--- src/rtl/mvu_pkg.sv ---
// Shared helpers for the MVU processing-element datapath.
// Latency: none (functions and constants only).
// Backpressure: not applicable.
//
// Contents:
//   cnt_width() - width of a counter that must hold values 0..depth-1.
//   lane_sext() - pull one two's-complement lane out of a packed beat and
//                 sign-extend it to LANE_EXT_W bits.
package mvu_pkg;

    // Working widths for the lane helper. Callers zero-extend their packed
    // beat to LANE_BUF_W and truncate the result back to their own width,
    // so one function serves every parameterisation up to these limits.
    localparam int LANE_BUF_W = 1024;
    localparam int LANE_EXT_W = 64;

    // Counter width for a modulo-depth counter; never narrower than 1 bit
    // so a depth of 1 still yields a legal (constant-zero) register.
    function automatic int cnt_width(input int depth);
        return (depth <= 1) ? 1 : $clog2(depth);
    endfunction

    // Lane idx occupies bits [idx*w +: w]. Shift it down to bit 0, park its
    // sign bit at the top of the word, then shift back arithmetically.
    function automatic logic signed [LANE_EXT_W-1:0] lane_sext(
        input logic [LANE_BUF_W-1:0] data,
        input int                    idx,
        input int                    w
    );
        logic [LANE_EXT_W-1:0] raw;
        raw = LANE_EXT_W'(data >> (idx * w));
        return $signed(raw << (LANE_EXT_W - w)) >>> (LANE_EXT_W - w);
    endfunction

endpackage

--- src/rtl/mvu_pe_adder_tree.sv ---
// Sign-extends every product lane of one beat to TO bits and sums them.
// Latency: 0 cycles (purely combinational; the caller registers the sum).
// Backpressure: none; the output follows in_data every cycle.
//
// Ports:
//   in_data - SIMD packed products, lane i at [i*TDstI +: TDstI]
//   sum     - sum of all lanes, TO bits, two's complement, wraps mod 2^TO
module mvu_pe_adder_tree
    import mvu_pkg::*;
#(
    parameter int SIMD  = 4,
    parameter int TDstI = 2,
    parameter int TO    = 16
) (
    input  logic [SIMD*TDstI-1:0] in_data,
    output logic [TO-1:0]         sum
);

    logic [LANE_BUF_W-1:0] data_ext;

    assign data_ext = LANE_BUF_W'(in_data);

    // A linear chain of adders; synthesis rebalances it into a tree.
    always_comb begin
        sum = '0;
        for (int i = 0; i < SIMD; i++) begin
            sum = sum + TO'(lane_sext(data_ext, i, TDstI));
        end
    end

endmodule

--- src/rtl/mvu_pe_acc.sv ---
// Two-stage PE accumulator: lane sum per beat, then fold SF beats into one dot product.
// Latency: 2 cycles from the accepting edge's input cycle to out_v (one edge per stage).
// Backpressure: out_v && !out_rdy freezes every register and drops in_rdy; nothing is lost.
//
// Ports:
//   clk, rst          - clock; asynchronous active-high reset
//   in_v / in_rdy     - input beat handshake
//   in_data           - SIMD packed TDstI-bit products
//   out_v / out_rdy   - result handshake
//   out_acc           - completed dot product, TO bits, two's complement
module mvu_pe_acc
    import mvu_pkg::*;
#(
    parameter int SIMD  = 4,
    parameter int TDstI = 2,
    parameter int TO    = 16,
    parameter int SF    = 3
) (
    input  logic                  clk,
    input  logic                  rst,
    input  logic                  in_v,
    output logic                  in_rdy,
    input  logic [SIMD*TDstI-1:0] in_data,
    output logic                  out_v,
    input  logic                  out_rdy,
    output logic [TO-1:0]         out_acc
);

    localparam int                CNT_W    = cnt_width(SF);
    localparam logic [CNT_W-1:0]  CNT_LAST = CNT_W'(SF - 1);

    // Flow control
    logic stall;
    logic accept;

    // Combinational lane sum of the incoming beat
    logic [TO-1:0] tree_sum;

    // Stage 1: registered lane sum
    logic          s1_v_q,   s1_v_d;
    logic [TO-1:0] s1_sum_q, s1_sum_d;

    // Stage 2: fold accumulator and result register
    logic [TO-1:0]    acc_q,     acc_d;
    logic [CNT_W-1:0] cnt_q,     cnt_d;
    logic             out_v_q,   out_v_d;
    logic [TO-1:0]    out_acc_q, out_acc_d;
    logic [TO-1:0]    next_sum;

    assign stall  = out_v_q && !out_rdy;
    assign in_rdy = !stall;
    assign accept = in_v && in_rdy;

    mvu_pe_adder_tree #(
        .SIMD  (SIMD),
        .TDstI (TDstI),
        .TO    (TO)
    ) u_adder_tree (
        .in_data (in_data),
        .sum     (tree_sum)
    );

    always_comb begin
        s1_v_d    = s1_v_q;
        s1_sum_d  = s1_sum_q;
        acc_d     = acc_q;
        cnt_d     = cnt_q;
        out_v_d   = out_v_q;
        out_acc_d = out_acc_q;
        next_sum  = '0;

        // Under stall every register keeps its value, including a beat
        // already parked in stage 1, so it is consumed once the stall lifts.
        if (!stall) begin
            s1_v_d = accept;
            if (accept) begin
                s1_sum_d = tree_sum;
            end

            // Not stalled means either no result is pending or it is being
            // taken this cycle; a result loaded below overrides this.
            out_v_d = 1'b0;

            if (s1_v_q) begin
                // Fold beat 0 starts fresh, so acc never needs an explicit
                // clear between folds; overflow wraps mod 2^TO.
                next_sum = (cnt_q == '0) ? s1_sum_q : acc_q + s1_sum_q;

                if (cnt_q == CNT_LAST) begin
                    out_acc_d = next_sum;
                    out_v_d   = 1'b1;
                    cnt_d     = '0;
                end else begin
                    acc_d = next_sum;
                    cnt_d = cnt_q + CNT_W'(1);
                end
            end
        end
    end

    always_ff @(posedge clk or posedge rst) begin
        if (rst) begin
            s1_v_q    <= 1'b0;
            s1_sum_q  <= '0;
            acc_q     <= '0;
            cnt_q     <= '0;
            out_v_q   <= 1'b0;
            out_acc_q <= '0;
        end else begin
            s1_v_q    <= s1_v_d;
            s1_sum_q  <= s1_sum_d;
            acc_q     <= acc_d;
            cnt_q     <= cnt_d;
            out_v_q   <= out_v_d;
            out_acc_q <= out_acc_d;
        end
    end

    assign out_v   = out_v_q;
    assign out_acc = out_acc_q;

endmodule

--- config.mk ---
export PLATFORM = sky130hd
export DESIGN_NAME = mvu_pe_acc
export DESIGN_NICKNAME = d
export VERILOG_FILES = /design/src/rtl/mvu_pkg.sv /design/src/rtl/mvu_pe_adder_tree.sv /design/src/rtl/mvu_pe_acc.sv
export SDC_FILE = /design/constraint.sdc
export NUM_CORES = 1
export LEC_CHECK = 0
export CAP_MARGIN = 20
export CORE_UTILIZATION = 35
export DETAILED_ROUTE_END_ITERATION = 8
export PLACE_DENSITY = 0.65
export SYNTH_ARGS = -nofsm -noshare
export SYNTH_HDL_FRONTEND = slang
export SYNTH_SLANG_ARGS = --single-unit
--- constraint.sdc ---
create_clock -name clk -period 4.35 [get_ports clk]
set_input_delay 0.6525 -clock clk [delete_from_list [all_inputs] [get_ports clk]]
set_output_delay 0.6525 -clock clk [all_outputs]
set_load 0.05 [all_outputs]
==> results.toml <==
[run_status]
status = "finished, final reports clean"

[clocking]
cts_max_level = 2
cts_setup_buffers = 0
cts.clk_slew.worst_paths_ps = 90
clk_latency_ps = 310
root_buffer = "clkbuf_8"
tritoncts = "done"
numCtsBuffers = 5
cts_buffer_depth = 2
hold_buffers = 0
clock_sinks = 46
cts_resized = 0

[sta]
final_hold_viol_count = 0
period_share = 0.807
setup_viol = 0
rsz0062_at_grt = "false"
tightest_slew_ps = 940
max_freq_mhz = 285
period_needed_ps = 3510
clock_skew_ps = 16.1
final_max_slew_viol_count = 0
setup_tns_ps = 0
timing.slew.headroom = 0.372

[yosys]
synth_edf_count = 0
synth.most_common_cell = "dfrtp_1"
async_flop_share = 1.00
synth_cell_types = 41
yosys-top-cells-area = "dfrtp_1 (40%), ha_1 (8.3%), o21ai_0 (6.8%)"
synth.largest_area_cell = "dfrtp_1"
netlist_area_mm2 = 0.00288
yosys_most_used_dff = "dfrtp_1"
synth_nets = 345
ys_seq_area_frac = 0.400
syn_avg_cell_area_um2 = 9.44
synth-seq-cells = 46
synthTopCellsByCount = "dfrtp_1 (46), nand2_1 (45), o21ai_0 (39), a21oi_1 (21), inv_1 (20)"
synth_warnings = 0
synthCells = 305
yosysTopAreaCellShare = 0.400

[floorplanning]
die_height_um = 92.7
die_w_um = 92.7
num_rows = 32
coreArea_mm2 = 0.00785
initial_utilization = 0.367
ios = 30
dieArea_mm2 = 0.00859

[global_routing]
grt_pass1_wl_mm = 10.2
grt_pass1_vias = 2206
grt_max_degree = 47
gr-total-overflow = 0
grt_antenna_before_repair = 0
grt_use_total = 0.149

[run]
drv_cap = 0

[routing]
ant_nets = 0
drtIter0Drc = 98
drt-pass1-iter-count = 4
vias = 2174
via_per_inst = 5.02
wirelength_mm = 5.71
avgRoutedWirePerCell_um = 13.2
remaining_drc_errors = 0

[critical_path]
cp-start-kind = "input port"
crit_required_ps = 4550
crit_type = "input port to register"
end_kind = "register"
cp_max_fo = 4
cp.arrival_ps = 3710

[hold_path]
hp-class = "register to register"

[place]
place_hpwl_mm = 4.26
place_congestion = 0.851
port_buffers = 29

[finish]
area_delta_synth_final_pct = 16.3
final_core_util = 0.427
multi_input_area_mm2 = 0.00160
drive_gt1_frac = 0.0846
antenna_cells = 0
seqCellArea_mm2 = 0.00115
fillCellCount = 804
finalNetCount = 370
==> placed cells by master (no fill, tap or decap), drive strengths merged, types with 4 or more instances in the layout <==
master         instances
nor2                   9
nand3                  4
and2                   5
a21o                   5
inv                   21
and3                   4
clkdlybuf4s50         29
nor3                   4
mux2i                  6
xnor2                  8
nand2                 45
ha                    19
o21ai                 44
nor2b                  5
xor2                   6
fa                     9
a21oi                 22
clkbuf                 5
mux2                   7
dfrtp                 46
==> registers in the layout (all words and copies together), names as in the netlist <==
register / count
acc_q: 16
cnt_q: 2
out_acc: 16
out_v: 1
s1_sum_q: 10
s1_v_q: 1
==> worst paths after layout <==
path | from | cells after the start | to | slack (ps)
worst max-delay path | in_data[2] | 12 | s1_sum_q[4] | 840
worst min-delay path | out_acc[12] | 2 | out_acc[12] | 480
worst max register to register | s1_sum_q[13] | 7 | out_acc[12] | 1900
worst min register to register | out_acc[12] | 2 | out_acc[12] | 480
max in group asynchronous | rst | 2 | out_acc[9] | 2900
min in group asynchronous | rst | 2 | acc_q[15] | 870
==> worst max-delay path: stages <==
cell and delay [ps]:
clkdlybuf4s50_1 460, ha_1 130, inv_1 50, fa_1 360
inv_1 80, fa_1 530, inv_1 180, ha_1 250
a21oi_1 210, o21bai_1 110, fa_1 440, mux2_2 260
==> metal layers <==
metal  up-vias  track usage  routed length (µm)
li1       1100            -                   -
met1      1034        0.186                2630
met2        33        0.262                2790
met3         7       0.0246                 210
met4         0       0.0436                  71
met5         -            0                   0
==> cells by family after synthesis <==
logic type      share of synthesized area
simple gates                        0.128
mux                                0.0483
fa+ha+maj                           0.145
compound gates                      0.193
xor+xnor                           0.0426
buf+inv                            0.0426
flops                               0.400
==> area by class of cell <==
cell class / count / area share
inverter: 20 / 0.0224
timing repair buffer: 30 / 0.0889
sequential: 46 / 0.344
clock inverter: 3 / 0.00710
multi-input combinational: 227 / 0.479
tap: 102 / 0.0381
clock buffer: 5 / 0.0206
==> per-stage QoR <==
stage | area (µm²) | hold WS [ps] | setup WS [ps] | std cells
global route | 3350 | 520 | 627 | 433
global placement | 3260 | 460 | 606 | 425
floorplan | 2880 | 454 | 1160 | 305
finish | 3350 | 484 | 841 | 433
detailed placement | 3260 | 472 | 494 | 425
CTS | 3350 | 493 | 826 | 433
Power is left out: the tool's default activity adds up to more than one toggle a clock period on the data nets, which glitch-free logic cannot reach.
